**src/rtl/dlx_bus_pkg.sv**
```systemverilog
// rtl/dlx_bus_pkg.sv - shared types and helpers for the DLX result-bus arbiter
//
// Purpose : arbiter state encoding, requester count and index/one-hot helper.
// Contents: state_t {IDLE, OWN, TURN}, NREQ, idx_to_onehot().
package dlx_bus_pkg;

  localparam int NREQ = 4;

  typedef enum logic [1:0] {
    IDLE = 2'd0,
    OWN  = 2'd1,
    TURN = 2'd2
  } state_t;

  function automatic logic [NREQ-1:0] idx_to_onehot(input logic [1:0] idx);
    return 4'b0001 << idx;
  endfunction

endpackage

```
**src/rtl/rr_pick4.sv**
```systemverilog
// rtl/rr_pick4.sv - combinational 4-way round-robin picker
//
// Purpose : choose the first set request bit scanning upward from ptr (mod 4).
// Ports   : req   [3:0] in  request vector
//           ptr   [1:0] in  highest-priority position
//           idx   [1:0] out winning index (0 when valid=0)
//           valid       out at least one request is set
module rr_pick4 (
  input  logic [3:0] req,
  input  logic [1:0] ptr,
  output logic [1:0] idx,
  output logic       valid
);

  logic [1:0] cand;

  // Scan from the farthest offset down to offset 0 so the position closest
  // to ptr is the last one written and therefore wins.
  always_comb begin
    idx   = 2'd0;
    valid = 1'b0;
    cand  = 2'd0;
    for (int k = 3; k >= 0; k--) begin
      cand = ptr + 2'(k);
      if (req[cand]) begin
        idx   = cand;
        valid = 1'b1;
      end
    end
  end

endmodule

```
**src/rtl/bus_arb4.sv**
```systemverilog
// rtl/bus_arb4.sv - round-robin owner arbiter and mux sequencer for the shared result bus
//
// Purpose : grants one of four requesters the shared 4:1 word mux, drives the
//           mux selects for the owner, inserts a one-cycle turnaround between
//           owners and bounds ownership length under contention.
// Params  : MAX_HOLD  max owned cycles while another request is pending (0 = unlimited)
//           CNT_W     hold counter width, 2**CNT_W > MAX_HOLD
// Ports   : CLK          in   clock, rising edge
//           RST_N        in   synchronous active-low reset
//           LOCK         in   owner hold request (only with BUS_ARB4_LOCK_EN)
//           REQ  [3:0]   in   level requests
//           LAST [3:0]   in   final-cycle flags, only the owner's bit is used
//           GNT  [3:0]   out  registered one-hot grant, zero when no owner
//           S1, S0       out  registered mux select = owner index
//           BUSY         out  high in OWN or TURN
// Config  : define BUS_ARB4_LOCK_EN to add the LOCK port; while LOCK=1 in OWN
//           the MAX_HOLD release is suppressed.
module bus_arb4
  import dlx_bus_pkg::*;
#(
  parameter int MAX_HOLD = 8,
  parameter int CNT_W    = 4
) (
  input  logic       CLK,
  input  logic       RST_N,
`ifdef BUS_ARB4_LOCK_EN
  input  logic       LOCK,
`endif
  input  logic [3:0] REQ,
  input  logic [3:0] LAST,
  output logic [3:0] GNT,
  output logic       S0,
  output logic       S1,
  output logic       BUSY
);

  localparam logic [CNT_W-1:0] CNT_MAX  = CNT_W'(MAX_HOLD);
  localparam logic [CNT_W:0]   HOLD_LIM = (CNT_W+1)'(MAX_HOLD);

  state_t           state;
  logic [1:0]       ptr;
  logic [CNT_W-1:0] cnt;

  logic [1:0]       pick_idx;
  logic             pick_valid;
  logic [1:0]       owner;
  logic [CNT_W:0]   held;
  logic             contend;
  logic             hold_hit;
  logic             lock_hold;
  logic             do_release;

  rr_pick4 u_pick (
    .req   (REQ),
    .ptr   (ptr),
    .idx   (pick_idx),
    .valid (pick_valid)
  );

`ifdef BUS_ARB4_LOCK_EN
  assign lock_hold = LOCK;
`else
  assign lock_hold = 1'b0;
`endif

  // The select registers always hold the current (or most recent) owner.
  assign owner   = {S1, S0};
  assign contend = |(REQ & ~idx_to_onehot(owner));

  // cnt counts owned edges already taken; the cycle ending now is one more.
  // Counting it here makes the grant last exactly MAX_HOLD cycles.
  assign held     = {1'b0, cnt} + 1'b1;
  assign hold_hit = (MAX_HOLD != 0) && (held >= HOLD_LIM);

  // REQ drop and LAST together still produce one release.
  assign do_release = !REQ[owner] || LAST[owner] ||
                      (hold_hit && contend && !lock_hold);

  always_ff @(posedge CLK) begin
    if (!RST_N) begin
      state <= IDLE;
      GNT   <= '0;
      S1    <= 1'b0;
      S0    <= 1'b0;
      BUSY  <= 1'b0;
      ptr   <= 2'd0;
      cnt   <= '0;
    end else begin
      case (state)
        // TURN arbitrates exactly like IDLE, but from the pointer that the
        // release has already advanced past the previous owner.
        IDLE, TURN: begin
          if (pick_valid) begin
            state    <= OWN;
            GNT      <= idx_to_onehot(pick_idx);
            {S1, S0} <= pick_idx;
            BUSY     <= 1'b1;
            cnt      <= '0;
          end else begin
            state <= IDLE;
            GNT   <= '0;
            BUSY  <= 1'b0;
          end
        end

        OWN: begin
          if (do_release) begin
            // Selects keep the old owner so the mux output does not glitch.
            state <= TURN;
            GNT   <= '0;
            BUSY  <= 1'b1;
            ptr   <= owner + 2'd1;
          end else if (cnt != CNT_MAX) begin
            cnt <= cnt + 1'b1;
          end
        end

        default: begin
          state <= IDLE;
          GNT   <= '0;
          BUSY  <= 1'b0;
        end
      endcase
    end
  end

endmodule
```
**config.mk**
```make
export PLATFORM = sky130hd
export DESIGN_NAME = bus_arb4
export DESIGN_NICKNAME = d
export VERILOG_FILES = /design/src/rtl/dlx_bus_pkg.sv /design/src/rtl/rr_pick4.sv /design/src/rtl/bus_arb4.sv
export SDC_FILE = /design/constraint.sdc
export NUM_CORES = 1
export LEC_CHECK = 0
export ABC_AREA = 0
export CORE_MARGIN = 5
export CORE_UTILIZATION = 46
export CTS_CLUSTER_DIAMETER = 100
export DETAILED_ROUTE_END_ITERATION = 10
export GPL_TIMING_DRIVEN = 1
export PLACE_DENSITY = 0.79
export REMOVE_ABC_BUFFERS = 1
export SYNTH_ARGS = -nofsm -noshare
export SYNTH_HDL_FRONTEND = slang
export SYNTH_HIERARCHICAL = 1
export SYNTH_SLANG_ARGS = --single-unit
```
**constraint.sdc**
```tcl
create_clock -name CLK -period 1.6 [get_ports CLK]
set_input_delay 0.24 -clock CLK [delete_from_list [all_inputs] [get_ports CLK]]
set_output_delay 0.24 -clock CLK [all_outputs]
set_load 0.02 [all_outputs]
```
* Word-level counts from Yosys, hierarchy flattened
Cells that the tools add are included.
** Cells by class
- Eq/ne operators :: 7
- Bitwise operators :: 2
- Shift-type cells :: 2
- Add/sub/neg operators :: 6
- Multiplexer cells :: 33
- Reduce and logical (&&, ||, !) cells :: 11
- Magnitude comparators :: 6
** Operators with widths (number)
- $mux 4 :: 5
- $pmux 4 s2 :: 2
- $lt 2x3->1 const B :: 5
- $mux 1 :: 13
- $bmux 1 s2 :: 6
- $mux 2 :: 5
- $ne 2x2->1 const B :: 4
- $shl 1x2->4 const A :: 2
- $add 4x1->5 const B :: 1
- $ge 5x4->1 const B :: 1
- $add 2x1->2 const B :: 2
- $add 2x2->2 const B :: 2
- $add 4x1->4 const B :: 1
- $and 4x4->4 :: 1
- $ne 4x4->1 const B :: 1
- $not 4->4 :: 1
- $pmux 2 s2 :: 1
- $reduce_and 2->1 :: 2
- $reduce_and 4->1 :: 1
- $reduce_or 4->1 :: 1
- $eq 2x1->1 const B :: 1
- $eq 2x2->1 const B :: 1
- $logic_not 2->1 :: 1
- $logic_or 1x1->1 :: 2
- other kinds (5) :: 5
** Word-level totals
- Bits in registers :: 15
- Bits of input ports :: 10
- Output and inout port bits :: 7
- Logic and storage cells :: 74

* Logic depth before layout (Yosys ltp)
- Word-level depth :: 10
- Depth in mapped cells :: 8
- Gate-level depth less buffers :: 7

* Modules after synthesis
Netlist, hierarchy kept.
** By module, submodules not included
- bus_arb4 :: sequential area each 300.3 µm², cells each 94, area each 885.8 µm², times used 1
- rr_pick4 :: sequential area each 0.0 µm², cells each 13, area each 77.6 µm², times used 1

* Worst setup path after synthesis
No wires, ideal clock.
- Path type :: register -> register
- Start point :: reg S0
- End point :: reg cnt[2]
- Path buffers :: 0
- Cell stages (with the launch flop) :: 7
- Library setup time :: 59 ps
- Arrival :: 1865 ps
- Setup slack :: -324 ps
- Required time :: 1541 ps
- Period minus slack after synthesis :: 1924 ps
- Cell sequence :: dfxtp_1 ha_1 nor2b_4 o41ai_4 o22ai_2 or4_1 nand2_1
** Between the ends
- Word-level cells in the longest chain between the ends :: 8
- Elaborated cells between the ends (all ways) :: 14
- Classes of those cells :: 1 x eq/ne; 1 x shift; 4 x mux; 2 x bitwise; 6 x reduce/logical
** RTL lines
- start, declared :: line bus_arb4.sv:32 : output logic S0,
- start signal, assigned :: line bus_arb4.sv:96 : {S1, S0} <= pick_idx;
- $shl 1x2->4 :: line dlx_bus_pkg.sv:16 : return 4'b0001 << idx;
- $not 4->4 :: line bus_arb4.sv:68 : assign contend = |(REQ & ~idx_to_onehot(owner));
- $and 4x4->4 :: line bus_arb4.sv:68
- $reduce_or 4->1 :: line bus_arb4.sv:68
- $logic_and 1x1->1 :: line bus_arb4.sv:77 : (hold_hit && contend && !lock_hold);
- $logic_or 1x1->1 * :: line bus_arb4.sv:76 : assign do_release = !REQ[owner] || LAST[owner] ||
- $ne 2x2->1 (no source line) *
- $reduce_and 4->1 (no source line) *
- end signal, assigned :: line bus_arb4.sv:114 : cnt <= cnt + 1'b1;
- end, declared :: line bus_arb4.sv:42 : logic [CNT_W-1:0] cnt;
Mark *: on every way between the ends. The rest lies on a longest branch, timed or not. The select of a mux whose other input is x is not followed.
A chain may end at the register's enable or synchronous reset.

* Worst setup path in the final report
Ends and elaborated chain as after synthesis.

==> load_flow_metrics.sql <==
INSERT INTO impl_metrics (metric_group, metric, value, unit) VALUES
('finish', 'drive_gt1_share', '45.75', '%'),
('timing', 'setup_viols_final', '13', ''),
('run_status', 'violations', 'negative setup slack', ''),
('timing', 'final_min_period_over_clock_period', '113.7', '%'),
('finish', 'final_cells', '180', ''),
('place', 'buffer_ports.inserted', '16', ''),
('yosys', 'mapped_cell_area', '963.4', 'µm²'),
('route', 'routed-via-count', '962', ''),
('die', 'core_region_area', '1982', 'µm²'),
('global_route', 'grt_start_max_net_pins', '22', ''),
('timing', 'fin_worst_skew', '0.005786', 'ns'),
('setup_path', 'timing.setup.critical_path_class', 'flop to flop', ''),
('finish', 'layout.cells.most_common_list', '23 x sky130_fd_sc_hd__buf_4, 18 x sky130_fd_sc_hd__nand2_1, 14 x sky130_fd_sc_hd__clkdlybuf4s50_1', ''),
('die', 'placementRows', '16', ''),
('pwr', 'p_per_area', '643.4', 'nW/µm²'),
('yosys', 'synth_top_family_by_area', 'simple AND/OR/NAND/NOR gates', ''),
('setup_path', 'worstPathMaxFanout', '3', ''),
('finish', 'antenna_cells', '0', ''),
('setup_path', 'timing.critical_path.from_type', 'flop', ''),
('clock_tree', 'clkSlewWorstSetupHoldPaths', '0.10', 'ns'),
('route', 'drt_first_iter_violations', '15', ''),
('global_route', 'grt_antenna_before_repair', '0', ''),
('setup_path', 'critPathSlowestCell', 'sky130_fd_sc_hd__or4_1', ''),
('die', 'die_area', '3110', 'µm²'),
('timing', 'finalMaxSlewViolations', '0', ''),
('route', 'routed_via_density', '5.344', ''),
('yosys', 'postSynthAreaPerCell', '9.004', 'µm²'),
('die', 'floorplan.die.width', '55.77', 'µm'),
('route', 'post_drt_wl_per_cell', '15.61', 'µm'),
('run_status', 'result_of_the_run', 'finished, violations left', ''),
('pwr', 'power_leakage', '0.6308', 'nW'),
('setup_path', 'critical_path_cell_list', 'buf_6, ha_4, nor2b_4, o41ai_4, o22ai_4, or4_1, nand2_1', ''),
('clock_tree', 'cts_buffer_depth', '2', ''),
('timing', 'final_critical_path_setup_slack', '-0.2199', 'ns'),
('timing', 'grt_setup_unrepaired', 'yes', ''),
('finish', 'area_growth', '65.45', '%'),
('timing', 'report.final.hold_viol_count', '0', ''),
('yosys', 'synth_enable_flop_cells', '0', ''),
('yosys', 'synth.area.mux_share', '5.844', '%'),
('global_route', 'grt_usage', '17.80', '%'),
('timing', 'whs', '0.4852', 'ns'),
('die', 'initial_core_util', '48.61', '%'),
('die', 'pin_count', '17', ''),
('yosys', 'synth-main-ff-cell', 'sky130_fd_sc_hd__dfxtp_1', ''),
('yosys', 'synth_seq_cells', '15', ''),
('flow_run', 'drv_cap', '0', ''),
('route', 'drt.antenna.violating_nets', '0', ''),
('setup_path', 'worst_path_largest_cell_delay', '0.51', 'ns'),
('yosys', 'synth.lib_cells_used.distinct', '40', ''),
('yosys', 'synth_xor_area_share', '0', '%'),
('finish', 'multiInputGateArea', '798.3', 'µm²'),
('finish', 'layout.area.seq', '305.3', 'µm²'),
('yosys', 'synth_simple_gate_area_share', '32.34', '%'),
('finish', 'finalInstanceArea', '1594', 'µm²'),
('finish', 'layout.cells.most_common', 'sky130_fd_sc_hd__buf_4', ''),
('timing', 'maxClockFrequency', '0.5495', 'GHz'),
('clock_tree', 'cts_htree_levels', '1', ''),
('yosys', 'yosysSeqAreaShare', '31.17', '%'),
('finish', 'nets', '170', ''),
('global_route', 'first_global_vias', '983', ''),
('place', 'dp_cells', '171', ''),
('pwr', 'post-layout-total-power', '1.026', 'mW'),
('yosys', 'asyncSetResetFlopFracSynth', '0', '%'),
('pwr', 'ir_worst_vdd', '0.6004', 'mV'),
('finish', 'fillers', '119', ''),
('timing', 'timing.max_slew.rel_slack', '76.53', '%'),
('timing', 'aggregate_negative_setup_slack', '-1.681', 'ns'),
('timing', 'tightestPinTransition', '0.3514', 'ns'),
('setup_path', 'setup.worst_path.end_class', 'flop', ''),
('clock_tree', 'cts.sinks', '15', ''),
('clock_tree', 'worst_skew_pair.late_latency', '0.29', 'ns');
[power by group]
part | internal (mW) | leakage, nW | switching (mW)
logic | 0.202 | 0.489 | 0.181
clock network | 0.0932 | 0.0177 | 0.132
registers | 0.396 | 0.124 | 0.0221
total | 0.691 | 0.631 | 0.335
[registers in the layout (all words and copies together), names as in the netlist]
name   flops
GNT        4
S0         1
S1         1
BUSY       1
ptr        2
cnt        4
state      2
[synthesized netlist by cell type, types with 2 or more instances]
library cell	number	share of area, %
sky130_fd_sc_hd__nor2b_4	3	4.3
sky130_fd_sc_hd__nor2b_1	3	1.9
sky130_fd_sc_hd__o21ai_1	2	1.0
sky130_fd_sc_hd__o32ai_1	2	1.8
sky130_fd_sc_hd__nor2_1	4	1.6
sky130_fd_sc_hd__dfxtp_1	15	31
sky130_fd_sc_hd__a21boi_1	2	1.6
sky130_fd_sc_hd__nand2_1	18	7.0
sky130_fd_sc_hd__clkbuf_1	3	1.2
sky130_fd_sc_hd__nand3_1	3	1.6
sky130_fd_sc_hd__nand2b_1	6	3.9
sky130_fd_sc_hd__o22ai_1	4	2.6
sky130_fd_sc_hd__inv_1	3	1.2
sky130_fd_sc_hd__nor2b_2	6	5.5
sky130_fd_sc_hd__mux2i_1	2	2.1
sky130_fd_sc_hd__ha_1	6	7.8
sky130_fd_sc_hd__a21boi_0	2	1.6
[worst paths after layout]
kind,start,to,slack [ns],cells after the start
worst max-delay path,S0,cnt[2],-0.22,7
worst min-delay path,GNT[2],GNT[2],0.49,2
worst max register to register,S0,cnt[2],-0.22,7
worst min register to register,GNT[2],GNT[2],0.49,2
[repair_timing]
action	in CTS	in global routing
buffers inserted	4	3
gates resized for setup	30	14
endpoints found under the setup margin	15	13
pin swaps	9	7
[final cells by class]
type | instances | area share [%]
clock inverters | 1 | 0.3140
well taps | 27 | 2.119
clock buffers | 3 | 1.413
inverters | 4 | 1.256
multi-input cells | 84 | 50.08
flip-flops and latches | 15 | 19.15
repair buffers | 46 | 25.67
[cell families (layout without fill, tap and decap cells)]
logic type                 after synthesis  in the layout
muxes                                    4              4
adders and majority gates                6              6
AOI/OAI and AO/OA                       22             22
DFF                                     15             15
and+or+nand+nor                         52             52
buffers and inverters                    8             54
[metal layers]
layer  GRT usage (%)  vias up  share of wire, %
li1                -      479                 -
met1           19.67      442                43
met2           31.25       32                50
met3           3.016        9               3.9
met4           11.11        0               3.6
met5               0        -                 0
[critical path, delay by kind of cell (launching register included)]
family	cells	cell delay, ns
AND/OR/NAND/NOR	3	0.63
flip-flops	1	0.40
adder cells (fa/ha/maj)	1	0.13
AO/OA/AOI/OAI	2	0.48
buffers and inverters	1	0.12
No activity file was read; power rests on OpenSTA's default activity.
